--- config.mk ---
export PLATFORM = sky130hd
export DESIGN_NAME = pwm_capture
export DESIGN_NICKNAME = d
export VERILOG_FILES = /design/src/rtl/pwm_capture.sv
export SDC_FILE = /design/constraint.sdc
export NUM_CORES = 1
export LEC_CHECK = 0
export CAP_MARGIN = 20
export CORE_MARGIN = 3
export CORE_UTILIZATION = 35
export DETAILED_ROUTE_END_ITERATION = 10
export HOLD_SLACK_MARGIN = 0.08
export PLACE_DENSITY_LB_ADDON = 0.15
export SLEW_MARGIN = 10
export SYNTH_ARGS = -nofsm -noshare
export SYNTH_HDL_FRONTEND = slang
export SYNTH_SLANG_ARGS = --single-unit
--- constraint.sdc ---
create_clock -name i_clk -period 2.19 [get_ports i_clk]
set_input_delay 0.438 -clock i_clk [delete_from_list [all_inputs] [get_ports i_clk]]
set_output_delay 0.438 -clock i_clk [all_outputs]
set_load 0.03 [all_outputs]
--- src/rtl/pwm_capture.sv ---
// Measures period and high time of an asynchronous PWM input in i_clk cycles and
// flags a static input when no rising edge arrives within TIMEOUT cycles.
module pwm_capture #(
  parameter int CNT_W   = 16,
  parameter int TIMEOUT = 65535
) (
  input  logic             i_clk,
  input  logic             i_rst_n,
  input  logic             en,
  input  logic             i_pwm,
  output logic [CNT_W-1:0] o_period_cnt,
  output logic [CNT_W-1:0] o_high_cnt,
  output logic             o_valid,
  output logic             o_static,
  output logic             o_level
);

  typedef enum logic [1:0] {IDLE, HIGH, LOW, STATIC} state_t;

  localparam logic [CNT_W-1:0] ONE = CNT_W'(1);
  localparam logic [CNT_W-1:0] TO  = CNT_W'(TIMEOUT);

  state_t           state, state_d;
  logic             s1, s2, s_prev;
  logic             rise, fall;
  logic [CNT_W-1:0] per_cnt, per_d;
  logic [CNT_W-1:0] hi_cnt, hi_d;
  logic [CNT_W-1:0] period_d, high_d;
  logic             valid_d;

  // Synchronizer keeps running even while en is low so edges are clean on re-enable.
  // NOTE: sequential state uses non-blocking assignments so every flop samples pre-edge values.
  always_ff @(posedge i_clk or negedge i_rst_n) begin
    if (!i_rst_n) begin
      s1     <= 1'b0;
      s2     <= 1'b0;
      s_prev <= 1'b0;
    end else begin
      s1     <= i_pwm;
      s2     <= s1;
      s_prev <= s2;
    end
  end

  assign rise = s2 & ~s_prev;
  assign fall = ~s2 & s_prev;

  // In IDLE the period counter doubles as the no-edge timer.
  // NOTE: every always_comb output gets a default first, so no path can infer a latch.
  always_comb begin
    state_d  = state;
    per_d    = per_cnt;
    hi_d     = hi_cnt;
    period_d = o_period_cnt;
    high_d   = o_high_cnt;
    valid_d  = 1'b0;
    if (!en) begin
      state_d  = IDLE;
      per_d    = '0;
      hi_d     = '0;
      period_d = '0;
      high_d   = '0;
    end else begin
      unique case (state)
        IDLE: begin
          if (rise) begin
            state_d = HIGH;
            per_d   = ONE;
            hi_d    = ONE;
          end else if (per_cnt >= TO - ONE) begin
            state_d = STATIC;
            per_d   = '0;
          end else begin
            per_d = per_cnt + ONE;
          end
        end
        HIGH: begin
          if (per_cnt >= TO) begin
            state_d = STATIC;
            per_d   = '0;
            hi_d    = '0;
          end else if (fall) begin
            state_d = LOW;
            per_d   = per_cnt + ONE;
          end else begin
            per_d = per_cnt + ONE;
            hi_d  = hi_cnt + ONE;
          end
        end
        LOW: begin
          // A rise landing on the timeout cycle still closes the measurement.
          if (rise) begin
            state_d  = HIGH;
            period_d = per_cnt;
            high_d   = hi_cnt;
            valid_d  = 1'b1;
            per_d    = ONE;
            hi_d     = ONE;
          end else if (per_cnt >= TO) begin
            state_d = STATIC;
            per_d   = '0;
            hi_d    = '0;
          end else begin
            per_d = per_cnt + ONE;
          end
        end
        STATIC: begin
          if (rise) begin
            state_d = HIGH;
            per_d   = ONE;
            hi_d    = ONE;
          end
        end
        default: state_d = IDLE;
      endcase
    end
  end

  always_ff @(posedge i_clk or negedge i_rst_n) begin
    if (!i_rst_n) begin
      state        <= IDLE;
      per_cnt      <= '0;
      hi_cnt       <= '0;
      o_period_cnt <= '0;
      o_high_cnt   <= '0;
      o_valid      <= 1'b0;
    end else begin
      state        <= state_d;
      per_cnt      <= per_d;
      hi_cnt       <= hi_d;
      o_period_cnt <= period_d;
      o_high_cnt   <= high_d;
      o_valid      <= valid_d;
    end
  end

  assign o_static = (state == STATIC);
  assign o_level  = o_static & s2;

endmodule
---- After elaboration in Yosys (flattened, before gate mapping) ----
Cells that the tools add are included.
W data, S select, Z words.
cells by class
  equal/unequal tests ..................... 11
  reduce and logical (&&, ||, !) cells .... 5
  order comparisons ....................... 2
  $add $sub $neg .......................... 2
  bitwise operators ....................... 5
  muxes and demuxes ....................... 31
operator list
  kind                     number
  $mux W16                 17
  $pmux W16 S4             1
  $pmux W16 S3             1
  $add A16 B1 Y16 const B  2
  $ge A16 B16 Y1 const B   2
  $mux W2                  8
  $ne A4 B4 Y1 const B     4
  $pmux W2 S4              1
  $ne A3 B2 Y1 const B     2
  $eq A2 B2 Y1 const B     2
  $ne A2 B1 Y1 const B     2
  $reduce_and A4 Y1        1
  $and A1 B1 Y1            3
  $mux W1                  3
  $reduce_and A3 Y1        1
  $eq A2 B1 Y1 const B     1
  $logic_not A2 Y1         1
  $not A1 Y1               2
  $reduce_and A2 Y1        1
  $reduce_or A2 Y1         1
word-level totals
  word-level logic and storage cells ...... 65
  output and inout bits ................... 35
  input bits .............................. 4
  register bits after elaboration ......... 70

---- Logic depth before layout (Yosys ltp) ----
Gate-level depths: netlist of the first run.
  depth in word-level cells ............... 6
  depth in mapped cells ................... 8
  depth with buffers taken out ............ 7

---- Worst setup path after synthesis of the first run ----
Ideal clock, no wire load.
  path type ............................... reg-to-reg
  from .................................... register per_cnt[0]
  to ...................................... register per_cnt[14]
  path slack .............................. 0.190 ns
  data arrival time ....................... 1.932 ns
  path buffers ............................ 2
  required time ........................... 2.121 ns
  library setup time ...................... 0.069 ns
  stages on the path, launching flop included .. 8
  clock period less this slack ............ 2.000 ns
  path through ............................ dfrtp_1 ha_1 and4_1 clkbuf_1 a311o_1 o221a_4 buf_6 nor2_2
on the way
  cells in the longest elaborated chain, start to end .. 5
  elaborated cells between the ends (all ways) .. 9
  those cells by class .................... add/sub: 1; order compare: 2; mux: 6
RTL lines
  element                                        RTL line  source
  start: declaration                             26        logic [CNT_W-1:0] per_cnt, per_d;
  start signal: assignment                       129       per_cnt <= per_d;
  $add A16 B1 Y16, or another cell as far along  n/a
  $mux W16, on equally long branches             78, 70
  $mux W16, on equally long branches             92, 66
  $pmux W16 S4 *                                 64        unique case (state)
  $mux W16 *                                     57        if (!en) begin
Mark *: on every way between the ends. The rest lies on a longest branch, timed or not.
A chain may end at the register's enable or synchronous reset.

---- Final worst setup path of the first run ----
  from .................................... register state[0]
  to ...................................... output port o_level
on the way
  cells in the longest elaborated chain, start to end .. 2
RTL lines
  element                   RTL line  source
  start: declaration        23        state_t state, state_d;
  start signal: assignment  128       state <= state_d;
  $eq A2 B2 Y1              137       assign o_static = (state == STATIC);
  $and A1 B1 Y1             138       assign o_level = o_static & s2;
  end: declaration          15        output logic o_level
No other way between the ends.

==> tab_implementation.tex, run 1 <==
\begin{tabular}{lr}
\hline
Metric & Value \\
\hline
\multicolumn{2}{l}{\textbf{Placement}} \\
Post-detailed-placement half-perimeter wirelength & 6.197 mm \\
Placed cell areas & 4332 sq um \\
Number of input and output port buffers inserted & 38 \\
RePlAce Congestion & 0.8126 \\
Placed Cells & 574 \\
Place WS & 0.1276 ns \\
\multicolumn{2}{l}{\textbf{Floorplanning}} \\
Initial cell density of the core & $\sim$37\% \\
Die area & around 12000 sq um \\
Number of standard-cell rows in the floorplan & 36 \\
Number of top-level pins & 39 \\
Width of the die & 108.1 microns \\
Core region area & 9955 sq um \\
Die span in y & 108.1 microns \\
\multicolumn{2}{l}{\textbf{Detailed routing}} \\
DR pass1 iterations & 4 \\
Mean routed wirelength per cell & 14.75 microns \\
First-iteration detailed-routing DRC count & approximately 160 \\
DR vias/cell & approximately 5.2 \\
\# DRC & 0 \\
Detailed-route wire length & 8.687 mm \\
Remaining antenna violation count after routing & 0 \\
Total number of vias & 3050 \\
\multicolumn{2}{l}{\textbf{Pwr}} \\
Max VDD drop & 416.4 uV \\
Cell area power density & $\sim$770 nW/um\^{}2 \\
Leakage power figure & approximately 0.0019 uW \\
Overall power consumption & $\sim$3500 uW \\
\multicolumn{2}{l}{\textbf{Logic synthesis}} \\
Combinational family with the most area after synthesis & simple AND/OR/NAND/NOR gates \\
Synthesized Nets & 415 \\
Compound-cell area share of the yosys netlist & between 15 and 20\% \\
XOR/XNOR Fraction of Synth Area & between 2 and 3\% \\
Warning count from the yosys run & 0 \\
Arithmetic-cell share of the synthesized area counting full adders, half adders and majority gates & around 3\% \\
Synth Register Bits & 70 \\
Sequential area share after synthesis & 47.98\% \\
Post-synthesis simple-gate area fraction & between 20\% and 30\% \\
Post-Synthesis Mean Instance Area & 9.082 sq um \\
Proportion of synthesized area in mux cells & under 10\% \\
Post-synthesis cell area & 3651 sq um \\
Synthesized instance count & $\sim$400 \\
Number of different library cells in the post-synthesis netlist & 51 \\
Number of synthesized flops with an enable pin & 0 \\
Primary FF master, synth & sky130\_fd\_sc\_hd\_\_dfrtp\_1 \\
Share of synthesized registers carrying an async set or reset & 100.0\% \\
\multicolumn{2}{l}{\textbf{Final layout}} \\
Area growth syn-to-layout & 24.47\% \\
Final cell count without fillers & 589 \\
Commonest cells after routing, fill and taps aside & sky130\_fd\_sc\_hd\_\_nand2\_1 (85), sky130\_fd\_sc\_hd\_\_dfrtp\_1 (70), sky130\_fd\_sc\_hd\_\_a21oi\_1 (36) \\
ANT cells & 0 \\
Layout Cell Area excl Fill & 4544 sq um \\
Fill count & 1000 \\
Commonest non-fill, non-tap cell in the layout & sky130\_fd\_sc\_hd\_\_nand2\_1 \\
Net count, final & 465 \\
Proportion of layout cells with a drive suffix above 1 & 13.82\% \\
\multicolumn{2}{l}{\textbf{STA}} \\
Final Hold Violating Endpoints & 0 \\
Sum of negative setup slack & 0 ns \\
Final-report max-slew violation count & 0 \\
Final setup margin & roughly 0.15 ns \\
Final cycle utilization of the critical path & 93.35\% \\
Highest clock rate & 0.4891 GHz \\
Final setup violating endpoints & 0 \\
Worst max-slew margin expressed relative to the limit & between 60\% and 70\% \\
Final Critical Period & 2.044 ns \\
Transition at the pin with the smallest max-transition slack & roughly 0.53 ns \\
Final setup skew & 0.009702 ns \\
Setup repair after global routing missed its margin & false \\
\multicolumn{2}{l}{\textbf{Setup path}} \\
Buffering stage count on the worst path with inverters included & 2 \\
Crit. path cell count & 4 \\
Flop2flop setup slack & roughly 0.17 ns \\
FF-to-FF Start & per\_cnt[11]\$\_DFFE\_PN0N\_ \\
Crit path capture type & output pin \\
Delay contributed by the slowest stage of the critical path & 0.42 ns \\
Maximum net fanout on the critical path & 4 \\
Crit Path Category & reg2out \\
Arrival time at the worst endpoint & 1.61 ns \\
R2r endpoint & hi\_cnt[12]\$\_DFFE\_PN0P\_ \\
Required @ worst endpoint & 1.75 ns \\
Sort of element at the start of the critical path & flip-flop \\
Category of cells accounting for the largest share of critical-path delay & buffers and inverters \\
List of cells traversed by the critical path & buf\_4, ha\_1, and2\_1, dlygate4sd2\_1 \\
Worst reg2reg path depth & 6 \\
Worst path slowest cell & sky130\_fd\_sc\_hd\_\_dfrtp\_1 \\
\multicolumn{2}{l}{\textbf{Job}} \\
Max-cap viol count & 0 \\
\multicolumn{2}{l}{\textbf{CTS}} \\
CTS clk-pin slew, worst paths & 0.08 ns \\
Max Root-Sink Buffers & 2 \\
Postcts setup bufs & 0 \\
TritonCTS sink count & 70 \\
Hold-fix buffers at CTS & 0 \\
Cts bufs inserted & 9 \\
Worst skew pair latency & 0.33 ns \\
CTS tree & yes \\
H-tree depth & 3 \\
Clock Root Buffer & sky130\_fd\_sc\_hd\_\_clkbuf\_8 \\
\multicolumn{2}{l}{\textbf{Global routing}} \\
Initial antenna violation count & 0 \\
Global-route wire length before repair & between 10 and 15 mm \\
Pin count of the biggest net entering global routing & 35 \\
Total GRT Usage & 16.00\% \\
Aggregate global routing overflow & 0 \\
Via count of the first global-routing pass & 3013 \\
\multicolumn{2}{l}{\textbf{Min path}} \\
Hold/Removal Path Class & in2async \\
\multicolumn{2}{l}{\textbf{Status}} \\
Run status & finished clean \\
\hline
\end{tabular}
==> synth_stat cells, drive strengths merged, types with 4 or more instances <==
cell    number  area (sq um)
nor3         9         45.04
ha           9         112.6
xor2        11         96.34
and3         7         48.80
nand4       13         81.33
nand3       18         90.09
clkbuf      20         75.07
mux2i        7         70.07
inv         13         48.80
a21oi       36         180.2
and2         7         43.79
a31oi        6         43.79
nor2        25         118.9
nand2       85         319.1
and4         4         37.54
a22oi       10         75.07
buf          8         53.80
dfrtp       70          1752
a22o         6         52.55
o21ai        4         20.02
nand2b       4         25.02
==> layout make-up <==
type | count | area, sq um | area share [%]
Inverter | 13 | 48.80 | 1.074
Clock buffer | 9 | 123.9 | 2.726
Tap cell | 133 | 166.4 | 3.662
Timing Repair Buffer | 67 | 644.4 | 14.18
Clock inverter | 6 | 87.58 | 1.927
Sequential cell | 70 | 1752 | 38.55
Multi-Input combinational cell | 291 | 1722 | 37.89
==> metrics by stage <==
stage,utilization (%),hold slack [ns]
after CTS,45.63,0.08596
after global routing,45.65,0.1001
after global placement,43.51,0.3337
final,45.65,0.08046
after floorplan,-,0.1424
after detailed placement,43.51,0.3516
==> registers in the layout (all words and copies together), names as in the netlist <==
signal and cells:
hi_cnt 16, o_high_cnt 16, o_period_cnt 16, o_valid 1, per_cnt 16, s1 1
s2 1, s_prev 1, state 2
==> worst max-delay path by stage <==
stage | startpoint | to | slack, ns
CTS | state[0]$_DFFE_PN0P_ | o_static | 0.002
floorplan | per_cnt[0]$_DFFE_PN0N_ | per_cnt[14]$_DFFE_PN0N_ | 0.19
detailed placement | en | per_cnt[2]$_DFFE_PN0N_ | 0.13
finish | state[0]$_DFFE_PN0P_ | o_level | 0.15
global route | per_cnt[11]$_DFFE_PN0N_ | hi_cnt[4]$_DFFE_PN0P_ | 0.02
global placement | en | per_cnt[2]$_DFFE_PN0N_ | 0.13
==> layer usage <==
metal / vias up / track usage (%) / part of all wire [%]
met5: - / 0 / 0
met4: 0 / 3.517 / 0.63
met3: 4 / 3.582 / 3.9
met2: 60 / 24.69 / 44
met1: 1473 / 23.05 / 52
li1: 1513 / - / -
==> repair_timing <==
action                                  CTS  global route
gates resized for setup                   1             2
endpoints found under the hold margin     0             0
pin swaps                                 0             0
endpoints found under the setup margin    1             3
==> worst reg2reg max path, stage by stage (launching register included) <==
cell                      delay, ns
sky130_fd_sc_hd__dfrtp_1       0.42
sky130_fd_sc_hd__and3_4        0.22
sky130_fd_sc_hd__and4_1        0.41
sky130_fd_sc_hd__a31oi_2       0.21
sky130_fd_sc_hd__buf_4         0.24
sky130_fd_sc_hd__a22o_1        0.19
sky130_fd_sc_hd__a22o_1        0.22
==> cells by family after synthesis <==
logic type / count (synthesis)
buffers and inverters: 41
muxes: 7
DFF: 70
AOI/OAI and AO/OA: 83
adders and majority gates: 9
xor gates and xnor gates: 12
and+or+nand+nor: 180
==> where the power goes <==
group / internal [uW] / switching (uW)
clock: 635 / 491
combinational: 409 / 569
sequential: 1340 / 50.1
(Power assumes the default switching activity.)
==> run 2, diff against run 1 <==
--- a/config.mk
+++ b/config.mk
@@ -6,11 +6,12 @@
 export NUM_CORES = 1
 export LEC_CHECK = 0
 export CAP_MARGIN = 20
-export CORE_MARGIN = 3
+export CORE_MARGIN = 8
 export CORE_UTILIZATION = 35
 export DETAILED_ROUTE_END_ITERATION = 10
 export HOLD_SLACK_MARGIN = 0.08
 export PLACE_DENSITY_LB_ADDON = 0.15
+export SKIP_CTS_REPAIR_TIMING = 1
 export SLEW_MARGIN = 10
 export SYNTH_ARGS = -nofsm -noshare
 export SYNTH_HDL_FRONTEND = slang
==> constraint.sdc (replaced) <==
create_clock -name i_clk -period 2.3 [get_ports i_clk]
set_input_delay 0.46 -clock i_clk [delete_from_list [all_inputs] [get_ports i_clk]]
set_output_delay 0.46 -clock i_clk [all_outputs]
set_load 0.03 [all_outputs]
==> tab_implementation.tex, run 2 (synthesis results as in run 1) <==
\begin{tabular}{lr}
\hline
Metric & Value \\
\hline
\multicolumn{2}{l}{\textbf{Status}} \\
Run status & finished clean \\
\multicolumn{2}{l}{\textbf{CTS}} \\
Worst skew pair latency & between 0.3 and 0.4 ns \\
Clock Root Buffer & sky130\_fd\_sc\_hd\_\_clkbuf\_8 \\
CTS clk-pin slew, worst paths & 0.08 ns \\
CTS tree & yes \\
TritonCTS sink count & 70 \\
Max Root-Sink Buffers & 2 \\
H-tree depth & 3 \\
Cts bufs inserted & 9 \\
\multicolumn{2}{l}{\textbf{Final layout}} \\
Net count, final & roughly 460 \\
Layout Cell Area excl Fill & between 4000 and 5000 sq um \\
Area growth syn-to-layout & 23.10\% \\
Commonest cells after routing, fill and taps aside & sky130\_fd\_sc\_hd\_\_nand2\_1 (85), sky130\_fd\_sc\_hd\_\_dfrtp\_1 (69), sky130\_fd\_sc\_hd\_\_a21oi\_1 (36), sky130\_fd\_sc\_hd\_\_clkdlybuf4s50\_1 (36), sky130\_fd\_sc\_hd\_\_buf\_4 (19) \\
Commonest non-fill, non-tap cell in the layout & sky130\_fd\_sc\_hd\_\_nand2\_1 \\
Proportion of layout cells with a drive suffix above 1 & 12.86\% \\
Fin util & 43.93\% \\
ANT cells & 0 \\
Fill count & approximately 1000 \\
\multicolumn{2}{l}{\textbf{STA}} \\
Final Critical Period & 2.154 ns \\
Final setup skew & 0.008305 ns \\
Transition at the pin with the smallest max-transition slack & 0.5814 ns \\
Setup repair after global routing missed its margin & false \\
Final Hold Violating Endpoints & 0 \\
Highest clock rate & between 0.4 and 0.5 GHz \\
Final setup violating endpoints & 0 \\
Final-report max-slew violation count & 0 \\
Sum of negative setup slack & 0 ns \\
Final cycle utilization of the critical path & 93.67\% \\
Worst max-slew margin expressed relative to the limit & between 60\% and 70\% \\
\multicolumn{2}{l}{\textbf{Placement}} \\
Number of input and output port buffers inserted & 38 \\
Placed cell areas & between 4000 and 5000 sq um \\
Post-detailed-placement half-perimeter wirelength & 6.269 mm \\
RePlAce Congestion & 0.8528 \\
\multicolumn{2}{l}{\textbf{Pwr}} \\
Leakage power figure & 0.001839 uW \\
Overall power consumption & 3246 uW \\
Max VDD drop & $\sim$370 uV \\
Cell area power density & 722.3 nW/um\^{}2 \\
\multicolumn{2}{l}{\textbf{Global routing}} \\
Total GRT Usage & 13.26\% \\
Global-route wire length before repair & 15.28 mm \\
Pin count of the biggest net entering global routing & 32 \\
Via count of the first global-routing pass & 2962 \\
Initial antenna violation count & 0 \\
Aggregate global routing overflow & 0 \\
\multicolumn{2}{l}{\textbf{Floorplanning}} \\
Initial cell density of the core & about 36\% \\
Die area & 13960 sq um \\
Number of standard-cell rows in the floorplan & 37 \\
Number of top-level pins & 39 \\
Die span in y & 118.1 microns \\
Width of the die & 118.1 microns \\
Core region area & 10230 sq um \\
\multicolumn{2}{l}{\textbf{Detailed routing}} \\
First-iteration detailed-routing DRC count & $\sim$190 \\
Detailed-route wire length & 8.781 mm \\
Remaining antenna violation count after routing & 0 \\
Total number of vias & 2967 \\
\# DRC & 0 \\
Mean routed wirelength per cell & 14.96 microns \\
DR pass1 iterations & 4 \\
DR vias/cell & 5.055 \\
\multicolumn{2}{l}{\textbf{Setup path}} \\
Crit path capture type & output pin \\
Arrival time at the worst endpoint & 1.69 ns \\
Sort of element at the start of the critical path & flip-flop \\
Worst path slowest cell & sky130\_fd\_sc\_hd\_\_clkdlybuf4s50\_1 \\
List of cells traversed by the critical path & buf\_4, ha\_1, clkdlybuf4s50\_1 \\
Buffering stage count on the worst path with inverters included & 2 \\
Category of cells accounting for the largest share of critical-path delay & buffers and inverters \\
Required @ worst endpoint & about 1.8 ns \\
Maximum net fanout on the critical path & 6 \\
Crit Path Category & reg2out \\
Delay contributed by the slowest stage of the critical path & 0.68 ns \\
\multicolumn{2}{l}{\textbf{Job}} \\
Max-cap viol count & 0 \\
\multicolumn{2}{l}{\textbf{Min path}} \\
Hold/Removal Path Class & in2async \\
\hline
\end{tabular}
[run 2: final timing paths]
path / depth (start not counted) / start / slack, ns / endpoint
max: 3 / state[1]$_DFFE_PN0P_ / 0.15 / o_static
min: 1 / i_rst_n / 0.10 / per_cnt[10]$_DFFE_PN0N_
max reg2reg: 8 / state[0]$_DFFE_PN0P_ / 0.20 / hi_cnt[12]$_DFFE_PN0P_
min reg2reg: 0 / s1$_DFF_PN0_ / 0.35 / s2$_DFF_PN0_
max in group asynchronous: 2 / i_rst_n / 1.52 / state[0]$_DFFE_PN0P_
min in group i_clk: 0 / s1$_DFF_PN0_ / 0.35 / s2$_DFF_PN0_
[run 2: layout make-up]
cell class              count  area, sq um  share of cell area [%]
multi-input cells         291         1722                   38.31
flip-flops and latches     70         1753                   39.00
well taps                 136        170.2                   3.786
clock inverters             5        58.81                   1.308
clock buffers              11        141.4                   3.146
inverters                  13        48.80                   1.086
repair buffers             61        600.6                   13.36
[run 2: through the flow]
stage | setup WS (ns) | hold slack (ns) | instances
floorplan | 0.2998 | 0.1644 | 402
global placement | 0.2213 | 0.3331 | 571
detailed placement | 0.1703 | 0.3347 | 571
CTS | -0.01566 | 0.1119 | 587
global route | 0.04011 | 0.1450 | 587
finish | 0.1457 | 0.1015 | 587
[run 2: report_power, final]
part | internal (uW) | switching [uW]
registers | 1280 | 47.1
logic | 381 | 537
clock network | 530 | 473
[run 2: per-layer routing]
layer | vias up | global-route usage, % | part of all wire, %
li1 | 1500 | - | -
met1 | 1391 | 18.92 | 51
met2 | 63 | 18.12 | 42
met3 | 13 | 3.189 | 5.2
met4 | 0 | 6.805 | 1.7
met5 | - | 0 | 0
